File: config.mk
export PLATFORM = sky130hd
export DESIGN_NAME = bcd_seven_segment_scanner
export DESIGN_NICKNAME = d
export VERILOG_FILES = /design/src/rtl/bcd_seven_segment_scanner.sv
export SDC_FILE = /design/constraint.sdc
export NUM_CORES = 1
export LEC_CHECK = 0
export ABC_AREA = 1
export CAP_MARGIN = 10
export CORE_MARGIN = 4
export CORE_UTILIZATION = 38
export DETAILED_ROUTE_END_ITERATION = 10
export GPL_ROUTABILITY_DRIVEN = 1
export PLACE_DENSITY = 0.65
export SETUP_SLACK_MARGIN = 0.3
export SLEW_MARGIN = 20
export SYNTH_ARGS = -nofsm -noshare
export SYNTH_HDL_FRONTEND = slang
export SYNTH_SLANG_ARGS = --single-unit
export TNS_END_PERCENT = 50
File: constraint.sdc
create_clock -name clk -period 2.4 [get_ports clk]
set_input_delay 0.48 -clock clk [delete_from_list [all_inputs] [get_ports clk]]
set_output_delay 0.48 -clock clk [all_outputs]
set_load 0.01 [all_outputs]
File: src/rtl/bcd_seven_segment_scanner.sv
// Time-multiplexed BCD to seven-segment display driver with a load-captured shadow word.
// Optional build macro: LEADING_ZERO_BLANK_EN (blanks digits above the most significant nonzero nibble).
module bcd_seven_segment_scanner #(
    parameter int DIGITS      = 4,
    parameter int REFRESH_DIV = 1000
) (
    input  logic                  clk,
    input  logic                  rst,
    input  logic                  load,
    input  logic [4*DIGITS-1:0]   bcd_in,
    output logic [6:0]            seg,
    output logic [DIGITS-1:0]     an,
    output logic                  err
);
    localparam int PW = (REFRESH_DIV > 1) ? $clog2(REFRESH_DIV) : 1;
    localparam int IW = (DIGITS > 1) ? $clog2(DIGITS) : 1;
    localparam logic [PW-1:0] PRESC_LAST = PW'(REFRESH_DIV - 1);
    localparam logic [IW-1:0] INDEX_LAST = IW'(DIGITS - 1);

    function automatic logic [6:0] decode(input logic [3:0] nib);
        case (nib)
            4'd0:    decode = 7'h3F;
            4'd1:    decode = 7'h06;
            4'd2:    decode = 7'h5B;
            4'd3:    decode = 7'h4F;
            4'd4:    decode = 7'h66;
            4'd5:    decode = 7'h6D;
            4'd6:    decode = 7'h7D;
            4'd7:    decode = 7'h07;
            4'd8:    decode = 7'h7F;
            4'd9:    decode = 7'h6F;
            default: decode = 7'h00;
        endcase
    endfunction

    function automatic logic [3:0] nibble_at(input logic [4*DIGITS-1:0] word,
                                             input logic [IW-1:0]       idx);
        nibble_at = 4'd0;
        for (int i = 0; i < DIGITS; i++) begin
            nibble_at = (idx == IW'(i)) ? word[4*i +: 4] : nibble_at;
        end
    endfunction

    function automatic logic any_invalid(input logic [4*DIGITS-1:0] word);
        any_invalid = 1'b0;
        for (int i = 0; i < DIGITS; i++) begin
            any_invalid = any_invalid | (word[4*i +: 4] > 4'd9);
        end
    endfunction

    // A digit is a leading zero when it and every digit above it are zero; digit 0 always shows.
    function automatic logic leading_blank(input logic [4*DIGITS-1:0] word,
                                           input logic [IW-1:0]       idx);
        logic upper_nonzero;
        upper_nonzero = 1'b0;
        for (int i = 0; i < DIGITS; i++) begin
            upper_nonzero = upper_nonzero | ((IW'(i) >= idx) && (word[4*i +: 4] != 4'd0));
        end
        leading_blank = (idx != {IW{1'b0}}) && !upper_nonzero;
    endfunction

    logic [4*DIGITS-1:0] shadow_q, shadow_d;
    logic [PW-1:0]       presc_q,  presc_d;
    logic [IW-1:0]       index_q,  index_d;
    logic [6:0]          seg_q,    seg_d;
    logic [DIGITS-1:0]   an_q,     an_d;
    logic                err_q,    err_d;
    logic                tick_s;

    // Next-state for the shadow word, refresh prescaler, scan index and output pipeline.
    always_comb begin
        shadow_d = shadow_q;
        presc_d  = presc_q;
        index_d  = index_q;
        an_d     = '0;

        tick_s = (presc_q == PRESC_LAST);

        if (load) begin
            shadow_d = bcd_in;
        end else begin
            shadow_d = shadow_q;
        end

        if (tick_s) begin
            presc_d = '0;
            if (index_q == INDEX_LAST) begin
                index_d = '0;
            end else begin
                index_d = index_q + 1'b1;
            end
        end else begin
            presc_d = presc_q + 1'b1;
            index_d = index_q;
        end

        // Outputs are built from the pre-edge index so an and seg always describe the same digit.
        for (int i = 0; i < DIGITS; i++) begin
            an_d[i] = (index_q == IW'(i));
        end
`ifdef LEADING_ZERO_BLANK_EN
        if (leading_blank(shadow_q, index_q)) begin
            seg_d = 7'h00;
        end else begin
            seg_d = decode(nibble_at(shadow_q, index_q));
        end
`else
        seg_d = decode(nibble_at(shadow_q, index_q));
`endif
        err_d = any_invalid(shadow_q);
    end

    // State and registered outputs, cleared asynchronously by rst.
    always_ff @(posedge clk or posedge rst) begin
        if (rst) begin
            shadow_q <= '0;
            presc_q  <= '0;
            index_q  <= '0;
            seg_q    <= 7'h00;
            an_q     <= '0;
            err_q    <= 1'b0;
        end else begin
            shadow_q <= shadow_d;
            presc_q  <= presc_d;
            index_q  <= index_d;
            seg_q    <= seg_d;
            an_q     <= an_d;
            err_q    <= err_d;
        end
    end

    assign seg = seg_q;
    assign an  = an_q;
    assign err = err_q;

endmodule
# Word level (Yosys, flattened, before mapping)
# Memory sizes are Yosys's and may differ from the RTL's. A register that Yosys moved wholly into a read port is not among the register bits.
# Cells that the tools add are included.
[word_totals]
reg_bits = 33
latchBits = 0
ram_bits = 0
rom_bits = 112
out_inout_bits = 12
word_cells = 26
mem_count = 1
[memory_table]
columns = ["name", "words", "width", "read_ports", "rd_ports_with_merged_regs", "wr", "line_no", "rtl"]
rows = [
  ["(no name shown)", 16, 7, 1, 1, 0, "21", "case (nib)"],
]
[classes]
addsub = 2
n_mul = 0
n_div = 0
n_lt_le_gt_ge = 4
eq_ne = 4
shift = 0
muxes = 6
n_bitwise = 3
n_reduce_logical = 1
[ops]
columns = ["operator", "n"]
rows = [
  ["$gt 4x4->1 const B", 4],
  ["$mux 4", 4],
  ["$add 10x1->10 const B", 1],
  ["$eq 10x10->1 const B", 1],
  ["$mux 10", 1],
  ["$eq 2x2->1 const B", 2],
  ["$or 1x1->1", 3],
  ["$add 2x1->2 const B", 1],
  ["$eq 2x1->1 const B", 1],
  ["$logic_not 2->1", 1],
  ["$mux 2", 1],
]

# Logic depth before layout (Yosys ltp)
# Gate-level depths: netlist of the first run.
[logic_depth]
depth_word = 5
depth_mapped = 14
ltp_nobuf = 14

# Least setup slack after synthesis of the first run
# OpenSTA, ideal clock, no wires.
[synth_timing]
kind = "reg2reg"
from = "reg index_q[1]"
to = "reg seg_q[5], in the netlist seg[5]"
setup_time_ns = 0.119
arrival_ns = 1.617
setup_slack_ns = 0.664
stages_incl_launch_ff = 13
path_buffers = 0
synth_period_minus_slack_ns = 1.736
path_cell_list = "dfrtp_1 -> inv_1 -> ha_1 -> inv_1 -> nand2_1 -> nand3_1 -> a21oi_2 -> inv_1 -> ha_1 -> nand3_1 -> nand2_1 -> nand2_1 -> nand2_1"
[synth_rtl]
columns = ["element", "line_no", "rtl"]
rows = [
  ["start, declared", "64", "logic [IW-1:0] index_q, index_d;"],
  ["start signal, assigned", "125", "index_q <= index_d;"],
  ["$eq 2x1->1", "n/a", ""],
  ["net an_d[1]", "66", "logic [DIGITS-1:0] an_q, an_d;"],
  ["$mux 4 (3 in series)", "40", "nibble_at = (idx == IW'(i)) ? word[4*i +: 4] : nibble_at;"],
  ["end, declared", "65", "logic [6:0] seg_q, seg_d;"],
]
# The timed path passes the listed nets, and every way through them passes these cells.
# A chain may end at the register's enable or synchronous reset.

# Worst setup path in the final report of the first run
[layout_timing]
from = "reg index_q[1]"
to = "reg seg_q[3], in the netlist seg[3]"
# Same word-level chain as after synthesis.

==> flow_metrics.py, run 1 <==
metrics = {
    "global_route": {
        "met1_usage_pct": 16.36,
        "antenna_found_initial": 0,
        "overflow": 0,
        "grt_pass1_wl_mm": 6.258,
        "use_met2_pct": 20.12,
        "grt_max_degree": 41,
        "first_global_vias": 1407,
        "busiest_layer": "met2",
        "grt_util_met3_pct": 3.515,
        "grt_usage_pct": 12.62,
    },
    "worst_setup_path": {
        "r2r_cells": 12,
        "crit_path_start_kind": "flop",
        "end_kind": "flop",
        "required_ps": 2570,
        "crit_type": "reg2reg",
        "cp_max_fo": 6,
        "worstPathArrival_ps": 2070,
        "r2r-start": "index_q[1]",
        "r2r_slack_ps": 490,
        "regToRegEndpoint": "seg[3]",
    },
    "cts": {
        "cts_tree": "yes",
        "clock-sinks": 40,
        "clock_path_buffers": 2,
        "htree_levels": 2,
        "clk_latency_ps": 280,
        "holdBufCountCts": 0,
        "cts_buffers": 5,
        "root_buffer": "clkbuf_8",
        "clk_pin_slew_worst_paths_ps": 80,
    },
    "sta": {
        "drv_slew": 0,
        "hold_slack_ps": 487.3,
        "fin_crit_sh_pct": 79.39,
        "finalHoldViolCount": 0,
        "rsz0062_at_grt": "false",
        "worstMarginPinSlew_ps": 487.0,
        "max_slew_margin_pct": 67.53,
        "finalSetupViolations": 0,
        "fin_setup_tns_ps": 0,
        "skew_ps": 12.75,
        "max_freq_mhz": 524.8,
        "fin_crit_ps": 1905,
        "fin_ws_ps": 494.7,
    },
    "logic_synthesis": {
        "ys.flop_type": "dfrtp_1",
        "syn_nets": 229,
        "synthArstFlopShare_pct": 100.0,
        "yosysMostFrequentCell": "nand2_1",
        "synth_compound_area_share_pct": 9.477,
        "ys_seq_elements": 40,
        "netlist_top_cells_count": "46 x nand2_1, 40 x dfrtp_1, 21 x inv_1",
        "synth_xor_area_share_pct": 0.4575,
        "syn_avg_cell_area_um2": 9.620,
        "synth.largest_area_cell": "dfrtp_1",
        "yosysSeqAreaShare_pct": 52.29,
        "yosysTopAreaCellShare_pct": 52.29,
        "synth_edf_count": 0,
        "synth_area_leaders": "dfrtp_1 52%, nand2_1 9.0%, mux2_2 7.6%, ha_1 7.2%, inv_1 4.1%",
        "yosys_warnings": 0,
        "synth_top_family_by_area": "simple AND/OR/NAND/NOR gates",
        "ys_types": 24,
        "synth_mux_area_share_pct": 7.647,
        "synthAdderAreaFrac_pct": 7.190,
        "synthCells": 199,
        "syn_area_um2": 1914,
        "synth-simple-area-share_pct": 17.52,
    },
    "power_and_ir_drop": {
        "seqPwrFrac_pct": 53.8,
        "leakage_uw": 0.001143,
        "clkPwrFrac_pct": 29.6,
        "cellPowerDensity_nw_per_um2": 576.3,
        "vdd_drop_max_uv": 357.1,
        "p_int_uw": 1044,
        "comb_power_share_pct": 16.5,
        "switching_power_uw": 345.3,
        "p_sw_share_pct": 24.85,
    },
    "route": {
        "first_pass_iters": 4,
        "wirelength_mm": 3.416,
        "drtIter0Drc": 44,
        "wl_per_cell_um": 11.16,
        "viasPerCell": 4.526,
        "antenna_left": 0,
        "drcViolationCount": 0,
        "via_count": 1385,
    },
    "finish": {
        "area_delta_synth_final_pct": 25.95,
        "nets": 269,
        "drive_above_1_share_pct": 17.15,
        "fill_cells": 449,
        "antenna_cells": 0,
        "post-route-cell-area_um2": 2411,
        "post-route-util_pct": 50.38,
    },
    "hold_path": {
        "min_to": "presc_q[7]",
        "hold_path_class": "reg2reg",
        "min_from": "presc_q[6]",
        "min_path_cells": 1,
    },
    "floorplanning": {
        "fp.coreArea_um2": 4786,
        "start_util_pct": 40.00,
        "die_w_um": 78.98,
        "die_h_um": 78.98,
        "io_pins": 31,
        "core.rowCount": 25,
        "die-area_um2": 6237,
    },
    "status": {
        "status": "complete, no violations",
    },
    "placed_design": {
        "port-buffer-count": 30,
        "placed_area_um2": 2303,
        "dp_hpwl_mm": 2.572,
        "pre_cts_slack_ps": 462.1,
        "gp_congestion": 0.8595,
    },
    "flow_run": {
        "cap_violations": 0,
    },
}
## logic make-up after synthesis
| logic type | after synthesis |
|---|---|
| AO/OA/AOI/OAI | 30 |
| multiplexers | 13 |
| adder cells (fa/ha/maj) | 11 |
| XOR/XNOR | 1 |
| AND/OR/NAND/NOR | 77 |
| buffers and inverters | 27 |
| flip-flops | 40 |
## flip-flops by register name, indices dropped and copies added, names as in the netlist
| signal | count |
|---|---|
| shadow_q | 16 |
| seg | 7 |
| index_q | 2 |
| err | 1 |
| presc_q | 10 |
| an | 4 |
## metrics by stage
stage / power [uW] / std cells
2_1_floorplan: 882.0 / 199
3_3_place_gp: 986.1 / 296
3_5_place_dp: 987.1 / 296
4_1_cts: 1398 / 303
5_1_grt: 1470 / 306
6_report: 1390 / 306
## worst max-delay path, cell delays in order, from the launching register on
cell and delay (ps):
dfrtp_1 410, inv_1 110, ha_2 230, inv_1 90
nand2_1 70, nand3_1 90, a21oi_2 180, buf_4 140
ha_1 230, nand2_1 90, nand2_1 50, nand2_1 50
nand2_1 40
## layout make-up
cell class	instances	area, um^2	share of cell area (%)
sequential	40	1001	41.52
timing repair buffer	35	337.8	14.01
inverter	25	93.84	3.892
clock inverter	1	5.005	0.2076
clock buffer	6	72.57	3.010
multi-input combinational	132	817.0	33.89
tap	67	83.83	3.477
## cell usage in the layout, fill, tap and decap left out
| master | synthesis | routed |
|---|---|---|
| o21ai_1 | 1 | 1 |
| a21oi_4 | 1 | 1 |
| dfrtp_1 | 40 | 40 |
| nor3_1 | 2 | 2 |
| o21bai_1 | 1 | 1 |
| clkinv_2 | 0 | 1 |
| inv_2 | 3 | 3 |
| a21oi_2 | 3 | 3 |
| nand2_1 | 46 | 46 |
| ha_2 | 0 | 3 |
| clkinv_1 | 1 | 1 |
| o21ai_0 | 11 | 11 |
| nand3_1 | 8 | 8 |
| nand2_2 | 4 | 4 |
| ha_1 | 11 | 8 |
| clkbuf_8 | 0 | 5 |
| inv_1 | 21 | 21 |
| nor2_1 | 11 | 11 |
| o21ai_2 | 1 | 1 |
| nand3_2 | 2 | 2 |
| clkdlybuf4s50_1 | 0 | 30 |
| xnor2_1 | 1 | 1 |
| nand3b_1 | 1 | 1 |
| mux2_2 | 13 | 13 |
| a21oi_1 | 10 | 10 |
| clkbuf_1 | 0 | 1 |
| buf_4 | 0 | 5 |
| nand4_1 | 3 | 3 |
| a31oi_1 | 2 | 2 |
## power by group through the flow
stage	registers, uW	logic, uW	clock network (uW)
detailed placement	761	226	0
CTS	748	227	423
floorplan	765	117	0
global placement	761	225	0
finish	748	230	411
global route	754	262	454
## how the worst max path moves through the flow
stage | startpoint | to | slack (ps) | depth (start not counted)
2_1_floorplan | index_q[1] | seg[5] | 660 | 12
3_3_place_gp | index_q[1] | seg[5] | 550 | 12
3_5_place_dp | index_q[1] | seg[5] | 460 | 12
4_1_cts | index_q[1] | seg[5] | 450 | 12
5_1_grt | index_q[1] | seg[3] | 330 | 12
6_report | index_q[1] | seg[3] | 490 | 12
## per-layer routing
metal  wire length (um)  vias up
li1                   -      722
met1               1673      629
met2               1541       30
met3                159        4
met4                 42        0
met5                  0        -
## repair_timing
item                       in CTS  in global routing
buffers inserted                0                  3
setup endpoints to repair       0                  4
resized for setup               0                  3
(Power assumes the default switching activity.)
==> inputs of run 2 (changes only) <==
==> constraint.sdc (replaced) <==
create_clock -name clk -period 1.8 [get_ports clk]
set_input_delay 0.36 -clock clk [delete_from_list [all_inputs] [get_ports clk]]
set_output_delay 0.36 -clock clk [all_outputs]
set_load 0.01 [all_outputs]
==> flow_metrics.py, run 2 (synthesis gave the netlist of run 1 again) <==
metrics = {
    "cts": {
        "clock_path_buffers": 2,
        "clock-sinks": 40,
        "htree_levels": 2,
        "holdBufCountCts": 0,
        "cts_buffers": 5,
        "cts_tree": "yes",
        "clk_latency_ps": 300,
        "root_buffer": "clkbuf_8",
        "clk_pin_slew_worst_paths_ps": 80,
    },
    "power_and_ir_drop": {
        "cellPowerDensity_nw_per_um2": 730.9,
        "vdd_drop_max_uv": 474.6,
        "leakage_uw": 0.001316,
    },
    "worst_setup_path": {
        "r2r_slack_ps": 30,
        "r2r_cells": 11,
        "end_kind": "flop",
        "crit_type": "reg2reg",
        "crit_start": "index_q[1]",
        "crit_path_start_kind": "flop",
        "required_ps": 1980,
        "cp_max_fo": 6,
        "regToRegEndpoint": "seg[3]",
        "r2r-start": "index_q[1]",
        "worstPathArrival_ps": 1950,
    },
    "placed_design": {
        "dp_hpwl_mm": 2.644,
        "gp_congestion": 0.8904,
        "pre_cts_slack_ps": -38.68,
        "port-buffer-count": 30,
    },
    "sta": {
        "drv_slew": 0,
        "rsz0062_at_grt": "true",
        "fin_ws_ps": 32.50,
        "max_slew_margin_pct": 80.19,
        "fin_crit_sh_pct": 98.19,
        "skew_ps": 8.856,
        "finalHoldViolCount": 0,
        "worstMarginPinSlew_ps": 297.1,
        "max_freq_mhz": 565.8,
        "finalSetupViolations": 0,
        "hold_slack_ps": 426.8,
        "fin_crit_ps": 1768,
    },
    "route": {
        "antenna_left": 0,
        "drcViolationCount": 0,
        "via_count": 1456,
        "viasPerCell": 4.637,
        "drtIter0Drc": 78,
        "first_pass_iters": 6,
        "wl_per_cell_um": 11.64,
        "wirelength_mm": 3.655,
    },
    "finish": {
        "antenna_cells": 0,
        "mostFrequentLayoutCells": "44 x nand2_1, 39 x dfrtp_1, 18 x clkdlybuf4s50_1, 17 x inv_1, 13 x mux2_2",
        "nets": 276,
        "drive_above_1_share_pct": 26.32,
        "multi_input_comb_area_um2": 933.4,
        "area_delta_synth_final_pct": 38.63,
        "final_common_cell": "nand2_1",
        "fill_cells": 429,
        "largest_reg_flops": 16,
        "layout.area.seq_um2": 1002,
        "regMostFlops": "shadow_q",
    },
    "floorplanning": {
        "start_util_pct": 40.00,
        "die_w_um": 78.98,
        "die_h_um": 78.98,
        "die-area_um2": 6237,
        "fp.coreArea_um2": 4786,
        "core.rowCount": 25,
        "io_pins": 31,
    },
    "status": {
        "status": "complete, no violations",
    },
    "flow_run": {
        "cap_violations": 0,
    },
    "global_route": {
        "antenna_found_initial": 0,
        "grt_pass1_wl_mm": 6.506,
        "overflow": 0,
        "first_global_vias": 1480,
        "grt_usage_pct": 13.15,
        "grt_max_degree": 41,
    },
    "hold_path": {
        "hold_path_class": "in2async",
    },
}
-- run 2: critical path: stages, from the launching register on --
cell and delay [ps]:
dfrtp_1 440, inv_2 120, ha_4 180, inv_4 50, nand2_4 60, nand3_4 70, a21oi_4 250, ha_2 210
nand3b_1 110, nand2_1 60, nand2_1 60, nand2_1 50
-- run 2: layout make-up --
cell class,count,share of cell area (%)
inverter,25,3.913
timing repair buffer,42,16.50
multi-input combinational,132,35.17
clock buffer,6,3.112
tap,67,3.159
sequential,40,37.77
clock inverter,2,0.3772
-- run 2: worst max path at each step --
stage                     cells after the start     end
after detailed placement                     12  seg[5]
after global placement                       11  seg[3]
after global routing                         10  seg[3]
after CTS                                    13  seg[0]
after floorplan                              11  seg[3]
final                                        11  seg[3]
-- run 2: through the flow --
step                      instances  area, um^2  util, %  total power [uW]  setup TNS (ps)
final                           314        2654    55.45              1940               0
after global routing            314        2654    55.45              2044          -499.4
after CTS                       313        2587    54.07              1960               0
after detailed placement        298        2399    50.12              1329          -121.1
after global placement          298        2399    50.12              1326          -121.5
after floorplan                 199        1969        -              1181               0
-- run 2: per-layer routing --
layer  up-vias  wire (um)  GRT usage [%]
li1        739          -              -
met1       671       1638          16.38
met2        34       1699          20.79
met3        12        212          3.741
met4         0        104          6.701
met5         -          0              0
-- run 2: where the power goes --
group | internal, uW | total, uW | switching, uW
logic | 178 | 337 | 159
registers | 962 | 996 | 33.3
clock network | 306 | 607 | 302
-- run 2: what timing repair did --
item | 4_1_cts | 5_1_grt
resized for setup | 12 | 17
endpoints found under the setup margin | 19 | 23
pin swaps | 10 | 1
cloned | 0 | 0
setup buffers | 7 | 1
